==> src/rtl/uart_rx.sv <==
`default_nettype none
// ============================================================================
// Module   : uart_rx
// Purpose  : 8N1 asynchronous serial receiver for a 50 MHz system clock.
//            Selectable baud rate (9600..115200). The divisor table matches
//            the companion transmitter. Each bit is sampled three times
//            around mid-bit and resolved by majority vote. One-cycle strobes
//            flag good bytes (rx_done) and bad stop bits (frame_err).
// Revision : 1.0  initial release
// ============================================================================
module uart_rx (
    input  logic       clk,
    input  logic       reset,      // asynchronous, active-low
    input  logic [2:0] baud_set,
    input  logic       rxd,
    output logic [7:0] rx_data,
    output logic       rx_done,
    output logic       frame_err,
    output logic       rx_busy
);

    // Bit-period divisors (period = divisor + 1 clocks at 50 MHz)
    localparam logic [15:0] c_DIV_9600   = 16'd5207;
    localparam logic [15:0] c_DIV_19200  = 16'd2603;
    localparam logic [15:0] c_DIV_38400  = 16'd1301;
    localparam logic [15:0] c_DIV_57600  = 16'd867;
    localparam logic [15:0] c_DIV_115200 = 16'd433;

    typedef enum logic [1:0] {
        ST_IDLE  = 2'd0,
        ST_START = 2'd1,
        ST_DATA  = 2'd2,
        ST_STOP  = 2'd3
    } state_t;

    // ------------------------------------------------------------------
    // Registered state
    // ------------------------------------------------------------------
    state_t      r_state;
    logic        r_sync1;
    logic        r_rx_s;
    logic        r_rx_p;
    logic [15:0] r_cnt;
    logic [2:0]  r_idx;
    logic [7:0]  r_shift;
    logic [15:0] r_div_q;
    logic [1:0]  r_samp;
    logic [7:0]  r_rx_data;
    logic        r_rx_done;
    logic        r_frame_err;

    // ------------------------------------------------------------------
    // Combinational next-state values
    // ------------------------------------------------------------------
    state_t      w_state_nxt;
    logic [15:0] w_cnt_nxt;
    logic [2:0]  w_idx_nxt;
    logic [7:0]  w_shift_nxt;
    logic [15:0] w_div_nxt;
    logic [7:0]  w_data_nxt;
    logic        w_done_nxt;
    logic        w_ferr_nxt;

    logic [15:0] w_bps_dr;
    logic [15:0] w_half;
    logic        w_fall;
    logic        w_at_s0;
    logic        w_at_s1;
    logic        w_at_res;
    logic        w_at_end;
    logic        w_vote;

    // Divisor lookup; unused encodings fall back to 9600 baud
    always_comb begin
        w_bps_dr = c_DIV_9600;
        case (baud_set)
            3'd0:    w_bps_dr = c_DIV_9600;
            3'd1:    w_bps_dr = c_DIV_19200;
            3'd2:    w_bps_dr = c_DIV_38400;
            3'd3:    w_bps_dr = c_DIV_57600;
            3'd4:    w_bps_dr = c_DIV_115200;
            default: w_bps_dr = c_DIV_9600;
        endcase
    end

    // Mid-bit point and the three-sample window around it. The window is
    // derived from the latched divisor so a baud change mid-frame cannot
    // disturb the frame in progress.
    assign w_half   = r_div_q >> 1;
    assign w_at_s0  = (r_cnt == (w_half - 16'd1));
    assign w_at_s1  = (r_cnt == w_half);
    assign w_at_res = (r_cnt == (w_half + 16'd1));
    assign w_at_end = (r_cnt == r_div_q);

    // Start bit is a 1->0 transition seen on the synchronized line; a line
    // that is still low after a framing error does not qualify.
    assign w_fall = r_rx_p & ~r_rx_s;

    // Majority of the samples taken at H-1, H and the live sample at H+1
    assign w_vote = (r_samp[0] & r_samp[1]) |
                    (r_samp[0] & r_rx_s)    |
                    (r_samp[1] & r_rx_s);

    // Two-flop synchronizer plus a history flop for edge detection
    always_ff @(posedge clk or negedge reset) begin
        if (!reset) begin
            r_sync1 <= 1'b1;
            r_rx_s  <= 1'b1;
            r_rx_p  <= 1'b1;
        end else begin
            r_sync1 <= rxd;
            r_rx_s  <= r_sync1;
            r_rx_p  <= r_rx_s;
        end
    end

    // Capture the first two of the three mid-bit samples
    always_ff @(posedge clk or negedge reset) begin
        if (!reset) begin
            r_samp <= 2'b00;
        end else begin
            if (w_at_s0) begin
                r_samp[0] <= r_rx_s;
            end
            if (w_at_s1) begin
                r_samp[1] <= r_rx_s;
            end
        end
    end

    // Next-state, counter, shift-register and strobe decode
    always_comb begin
        w_state_nxt = r_state;
        w_cnt_nxt   = r_cnt;
        w_idx_nxt   = r_idx;
        w_shift_nxt = r_shift;
        w_div_nxt   = r_div_q;
        w_data_nxt  = r_rx_data;
        w_done_nxt  = 1'b0;
        w_ferr_nxt  = 1'b0;

        case (r_state)
            ST_IDLE: begin
                w_cnt_nxt = 16'd0;
                w_idx_nxt = 3'd0;
                if (w_fall) begin
                    w_state_nxt = ST_START;
                    w_div_nxt   = w_bps_dr;
                end
            end

            ST_START: begin
                w_cnt_nxt = r_cnt + 16'd1;
                if (w_at_res && w_vote) begin
                    // Line went back high before mid start bit: noise
                    w_state_nxt = ST_IDLE;
                    w_cnt_nxt   = 16'd0;
                end else if (w_at_end) begin
                    w_state_nxt = ST_DATA;
                    w_cnt_nxt   = 16'd0;
                    w_idx_nxt   = 3'd0;
                end
            end

            ST_DATA: begin
                w_cnt_nxt = r_cnt + 16'd1;
                if (w_at_res) begin
                    w_shift_nxt[r_idx] = w_vote;
                end
                if (w_at_end) begin
                    w_cnt_nxt = 16'd0;
                    if (r_idx == 3'd7) begin
                        w_state_nxt = ST_STOP;
                    end else begin
                        w_idx_nxt = r_idx + 3'd1;
                    end
                end
            end

            ST_STOP: begin
                w_cnt_nxt = r_cnt + 16'd1;
                // Leave at mid stop bit so a following start bit from a
                // slightly fast transmitter is not missed.
                if (w_at_res) begin
                    w_state_nxt = ST_IDLE;
                    w_cnt_nxt   = 16'd0;
                    w_idx_nxt   = 3'd0;
                    if (w_vote) begin
                        w_data_nxt = r_shift;
                        w_done_nxt = 1'b1;
                    end else begin
                        w_ferr_nxt = 1'b1;
                    end
                end
            end

            default: begin
                w_state_nxt = ST_IDLE;
                w_cnt_nxt   = 16'd0;
                w_idx_nxt   = 3'd0;
            end
        endcase
    end

    // FSM state register
    always_ff @(posedge clk or negedge reset) begin
        if (!reset) begin
            r_state <= ST_IDLE;
        end else begin
            r_state <= w_state_nxt;
        end
    end

    // Datapath registers: bit counter, bit index, shift register, divisor
    always_ff @(posedge clk or negedge reset) begin
        if (!reset) begin
            r_cnt   <= 16'd0;
            r_idx   <= 3'd0;
            r_shift <= 8'h00;
            r_div_q <= c_DIV_9600;
        end else begin
            r_cnt   <= w_cnt_nxt;
            r_idx   <= w_idx_nxt;
            r_shift <= w_shift_nxt;
            r_div_q <= w_div_nxt;
        end
    end

    // Registered outputs: received byte and the two completion strobes
    always_ff @(posedge clk or negedge reset) begin
        if (!reset) begin
            r_rx_data   <= 8'h00;
            r_rx_done   <= 1'b0;
            r_frame_err <= 1'b0;
        end else begin
            r_rx_data   <= w_data_nxt;
            r_rx_done   <= w_done_nxt;
            r_frame_err <= w_ferr_nxt;
        end
    end

    assign rx_data   = r_rx_data;
    assign rx_done   = r_rx_done;
    assign frame_err = r_frame_err;
    assign rx_busy   = (r_state != ST_IDLE);

endmodule
`default_nettype wire

==> config.mk <==
export PLATFORM = sky130hd
export DESIGN_NAME = uart_rx
export DESIGN_NICKNAME = d
export VERILOG_FILES = /design/src/rtl/uart_rx.sv
export SDC_FILE = /design/constraint.sdc
export NUM_CORES = 1
export LEC_CHECK = 0
export CAP_MARGIN = 30
export CORE_MARGIN = 2
export CORE_UTILIZATION = 61
export CTS_CLUSTER_DIAMETER = 200
export CTS_CLUSTER_SIZE = 10
export DETAILED_ROUTE_END_ITERATION = 8
export GPL_TIMING_DRIVEN = 0
export PLACE_DENSITY_LB_ADDON = 0.15
export SLEW_MARGIN = 20
export SYNTH_ARGS = -nofsm -noshare
export SYNTH_HDL_FRONTEND = slang
export SYNTH_SLANG_ARGS = --single-unit
==> constraint.sdc <==
create_clock -name clk -period 3.15 [get_ports clk]
set_input_delay 0.315 -clock clk [delete_from_list [all_inputs] [get_ports clk]]
set_output_delay 0.315 -clock clk [all_outputs]
set_load 0.05 [all_outputs]
[Word-level counts from Yosys, hierarchy flattened]
Cells that the tools add are included.
Storage, ports and cells
  bits in registers: 60
  output and inout port bits: 11
  word-level logic and storage cells: 82
Operators by class
  $add $sub $neg: 4
  order comparisons: 2
  equality and inequality tests: 20
  mux-type cells: 27
  bitwise gates (word level): 7
  reductions and logical operators: 9
Operators by type and width (count)
  16-bit one-hot mux with 4 select lines: 1
  13-bit one-hot mux with 4 select lines: 1
  16-bit equality test: 3
  16-bit two-way mux: 3
  15-bit by 1-bit adder with 16-bit output, second input constant: 1
  16-bit by 1-bit adder with 16-bit output, second input constant: 1
  16-bit by 15-bit equality test with 1-bit output: 1
  15-bit by 1-bit subtractor with 16-bit output, second input constant: 1
  3-bit two-way mux: 5
  2-bit != test, second input constant: 7
  2-bit two-way mux: 6
  3-bit one-hot mux with 4 select lines: 1
  5-bit AND reduction: 2
  8-bit bitwise mux: 1
  2-bit one-hot mux with 4 select lines: 1
  1-bit two-way mux: 7
  3-bit by 2-bit equality test with 1-bit output, second input constant: 2
  3-bit equality test, second input constant: 2
  1-bit AND: 4
  2-bit equality test, second input constant: 2
  3-bit by 4-bit less-than comparator with 1-bit output, second input constant: 1
  2-bit AND reduction: 2
  3-bit by 1-bit adder with 3-bit output, second input constant: 1
  1-bit demux with 3-bit select: 1
  10 further kinds: 12

[Longest topological paths before layout]
  word-level depth: 6
  depth in mapped cells: 12
  depth with buffers taken out: 9

[Least setup slack after synthesis]
No wires, ideal clock.
  path type: register to register
  start point: register r_div_q[10]
  end point: register r_rx_data[0] (netlist: rx_data[0])
  library setup time: 125 ps
  data arrival time: 2672 ps
  required time: 3025 ps
  slack: 353 ps
  stages on the path, launching flop included: 12
  buffers on the path: 2
  cells stage by stage: dfstp_2 -> buf_2 -> buf_2 -> inv_1 -> ha_1 -> xor2_1 -> nor3_2 -> o2111ai_1 -> and4bb_4 -> nand3_4 -> nor3_4 -> mux2_2
Between the ends
  cells in the longest elaborated chain, start to end: 3
Ends and longest elaborated chain
  from (decl): line 46  | logic [15:0] r_div_q;
  from (signal assigned): line 220  | r_div_q <= c_DIV_9600;
  from (signal assigned): line 225  | r_div_q <= w_div_nxt;
  15-bit by 1-bit adder with 16-bit output: line 92  | assign w_at_res = (r_cnt == (w_half + 16'd1));
  16-bit equality test: line 92
  3-bit AND reduction (no source line)
  to (signal assigned): line 236  | r_rx_data <= w_data_nxt;
  to (decl): line 48  | logic [7:0] r_rx_data;
Every way passes these cells.
A chain may end at the register's enable or synchronous reset.

[Final worst setup path]
  start point: register r_div_q[1]
  end point: register r_rx_data[0] (netlist: rx_data[0])
The elaborated chain is that of the path after synthesis.

==> results.sh <==
export IMPL_synth_adder_area_share=0.02029
export IMPL_synth_cells=393
export IMPL_endpoint="rx_data[0]"
export IMPL_rr_startpoint="r_div_q[1]"
export IMPL_ff2ff_path_depth=11
export IMPL_setup_tns_ns=0
export IMPL_via_count=3113
export IMPL_grt_usage=0.2882
export IMPL_placed_area_um2=3825
export IMPL_die_width_um=80.58
export IMPL_grt_max_degree=55
export IMPL_grt_antenna_before_repair=0
export IMPL_vdd_drop_max_mv=0.5370
export IMPL_pre_cts_ws_ns=-0.1096
export IMPL_finalPower_uw=2227
export IMPL_rrSetupSlack_ns=0.16
export IMPL_yosys_area_top_type="dfrtp_1"
export IMPL_routed_wl_mm=8.612
export IMPL_yosys_area_share_simple=0.2655
export IMPL_syn_area_um2=3577
export IMPL_cap_viol_max_count=0
export IMPL_netlist_area_leader_share=0.3218
export IMPL_start_util=0.6418
export IMPL_finalSetupViolCount=0
export IMPL_crit_arrival_ns=3.19
export IMPL_avgSynthCellArea_um2=9.102
export IMPL_final_area_um2=3950
export IMPL_clk_pin_slew_ns=0.11
export IMPL_coreArea_um2=5574
export IMPL_finalCritPeriodShare=0.9484
export IMPL_p_per_area_nw_per_um2=563.9
export IMPL_antenna_left=0
export IMPL_diodes=0
export IMPL_finalWorstSetupSlack_ns=0.1627
export IMPL_synth_edf_count=0
export IMPL_hold_buffers=0
export IMPL_synth_cell_types=62
export IMPL_slew_headroom=0.4853
export IMPL_grt_first_pass_wirelength_mm=14.21
export IMPL_ys_seq_area_frac=0.3806
export IMPL_die_area_um2=6493
export IMPL_ys_ff_latch=54
export IMPL_grt_overflow=0
export IMPL_synth_area_top_cells="dfrtp_1 (32%), xor2_1 (6.6%), dfstp_2 (5.9%)"
export IMPL_critical_path_class="reg2reg"
export IMPL_cp_max_fo=10
export IMPL_finalHoldViolations=0
export IMPL_async_reset_ff_frac=1.000
export IMPL_drive_above_1_share=0.1575
export IMPL_syn_num_nets=404
export IMPL_rsz0062_at_grt="false"
export IMPL_vias_per_cell=6.340
export IMPL_htreeDepth=2
export IMPL_finClkSkew_ns=0.006083
export IMPL_ys_warnings_count=0
export IMPL_synth_xor_area_frac=0.09794
export IMPL_route_detailed_drc=0
export IMPL_worst_slew_pin_slew_ns=0.7640
export IMPL_nets=429
export IMPL_port_buffers=16
export IMPL_slew_violations=0
export IMPL_cp_end_kind="register"
export IMPL_min_path_type="in2async"
export IMPL_status="completed"
export IMPL_synthMuxAreaShare=0.05596
export IMPL_ctsLongestPathBuffers=2
export IMPL_gp_congestion=0.9534
export IMPL_rows=27
export IMPL_area_growth_pct=10.42
export IMPL_synth_compound_area_frac=0.1347
export IMPL_r2r_end="rx_data[0]"
export IMPL_required_ns=3.35
export IMPL_clock_latency_ns=0.32
export IMPL_io_pins=17
export IMPL_drt_pass1_iter_count=6
export IMPL_cts_tree="yes"
export IMPL_hpwl_mm=6.316
export IMPL_die_h_um=80.58
export IMPL_drt_wirelength_per_cell_um=17.54
export IMPL_clock_sinks=54
export IMPL_p_leak_uw=0.001681
export IMPL_initialDrtViolationCount=310
export IMPL_fmaxAchievable_mhz=334.7
export IMPL_cp_startpoint="r_div_q[1]"
export IMPL_cp_start_kind="register"
export IMPL_root_buffer="clkbuf_8"
export IMPL_cts_inserted_buffers=5
export IMPL_ys_flop_type="dfrtp_1"
export IMPL_grt_pass1_vias=2934
export IMPL_period_needed_ns=2.987
export IMPL_synth_top_family_by_area="simple AND/OR/NAND/NOR gates"
## cells in the final DEF (no fill, tap or decap), types with 10 or more instances in the layout
cell type / n
o21ai_0: 18
nor2_1: 36
buf_2: 12
mux2_2: 16
xor2_1: 27
nand3_1: 25
dfrtp_1: 46
inv_1: 10
xnor2_1: 13
nand2_1: 28
clkdlybuf4s50_1: 15
## sequential cells by signal, summed over array words and instances, names as in the netlist, named ones only
signal     cells
frame_err      1
r_cnt         16
r_div_q       10
r_idx          3
r_rx_p         1
r_rx_s         1
r_samp         2
r_shift        8
r_state        1
r_sync1        1
rx_data        8
rx_done        1
## synthesized netlist by cell type, types with 2 or more instances
master and instances:
a211oi_1 3, inv_1 10, nor2_1 36, o31ai_1 6, buf_2 15, or3_1 5
a21oi_1 8, xor2_1 27, dfstp_2 8, or2_2 4, nor4_1 9, nand4_1 5
nand2b_1 7, o21a_1 3, a31oi_1 4, o2111ai_1 4, mux2_2 16, a211o_1 2
and2_1 6, a21o_1 3, o22ai_1 3, and4_1 2, nor3_1 9, dfrtp_1 46
xnor2_1 13, clkbuf_1 8, buf_4 2, nor2b_1 6, ha_1 5, nand3_1 25
a22oi_1 2, nand4b_1 2, o21ai_0 18, nor3_2 2, and3_1 6, mux2i_1 2
nor4b_1 5, nand2_1 28, o211ai_1 5
## area by class of cell
cell class              count  area (µm²)
repair buffers             19       180.2
fillers                   442        1624
multi-input cells         303        2056
clock inverters             3       28.78
inverters                  10       37.54
clock buffers               5       68.82
flip-flops and latches     54        1361
plain buffers              25       127.6
well taps                  72       90.09
## power breakdown
part           switching, µW  internal (µW)  total, µW
Sequential              91.9            784        876
Combinational            574            361        936
Clock                    250            165        415
## critical path: stages, from the launching register on
cell and delay [ns]:
dfstp_2 0.56, buf_4 0.19, inv_1 0.06, ha_1 0.31, xor2_1 0.17, nor3_2 0.22, o2111ai_1 0.13, and4bb_4 0.37
nand3_4 0.13, nor3_4 0.23, buf_4 0.17, mux2_2 0.34
## per-layer routing
metal | vias up | share of wire | track usage
li1 | 1462 | - | -
met1 | 1473 | 0.47 | 0.4260
met2 | 157 | 0.44 | 0.4292
met3 | 21 | 0.068 | 0.05169
met4 | 0 | 0.022 | 0.09153
met5 | - | 0 | 0
## what timing repair did
| item | in CTS | in global routing |
|---|---|---|
| pin swaps | 1 | 1 |
| resized for setup | 1 | 4 |
| buffers inserted | 2 | 1 |
| endpoints found under the setup margin | 8 | 28 |
## worst min-delay path by stage
stage,from,to,slack [ns],cells after the start
final,reset,r_div_q[11],0.01,1
after CTS,reset,r_div_q[11],0.05,1
after detailed placement,r_sync1,r_rx_s,0.35,0
after floorplan,reset,async pin,0.02,0
after global routing,reset,r_div_q[11],0.07,1
after global placement,r_sync1,r_rx_s,0.35,0
## per-stage QoR
stage	hold slack (ns)	cells	utilization
3_3_place_gp	0.3457	481	0.6866
4_1_cts	0.04858	491	0.7068
5_1_grt	0.06934	491	0.7086
3_5_place_dp	0.3479	481	0.6862
2_1_floorplan	0.01941	393	-
6_report	0.009831	491	0.7086
## cell families after synthesis
logic type | count (synthesis)
compound gates | 71
xor+xnor | 40
fa+ha+maj | 6
buf+inv | 36
flops | 54
mux | 18
simple gates | 168
(Power assumes the default switching activity.)
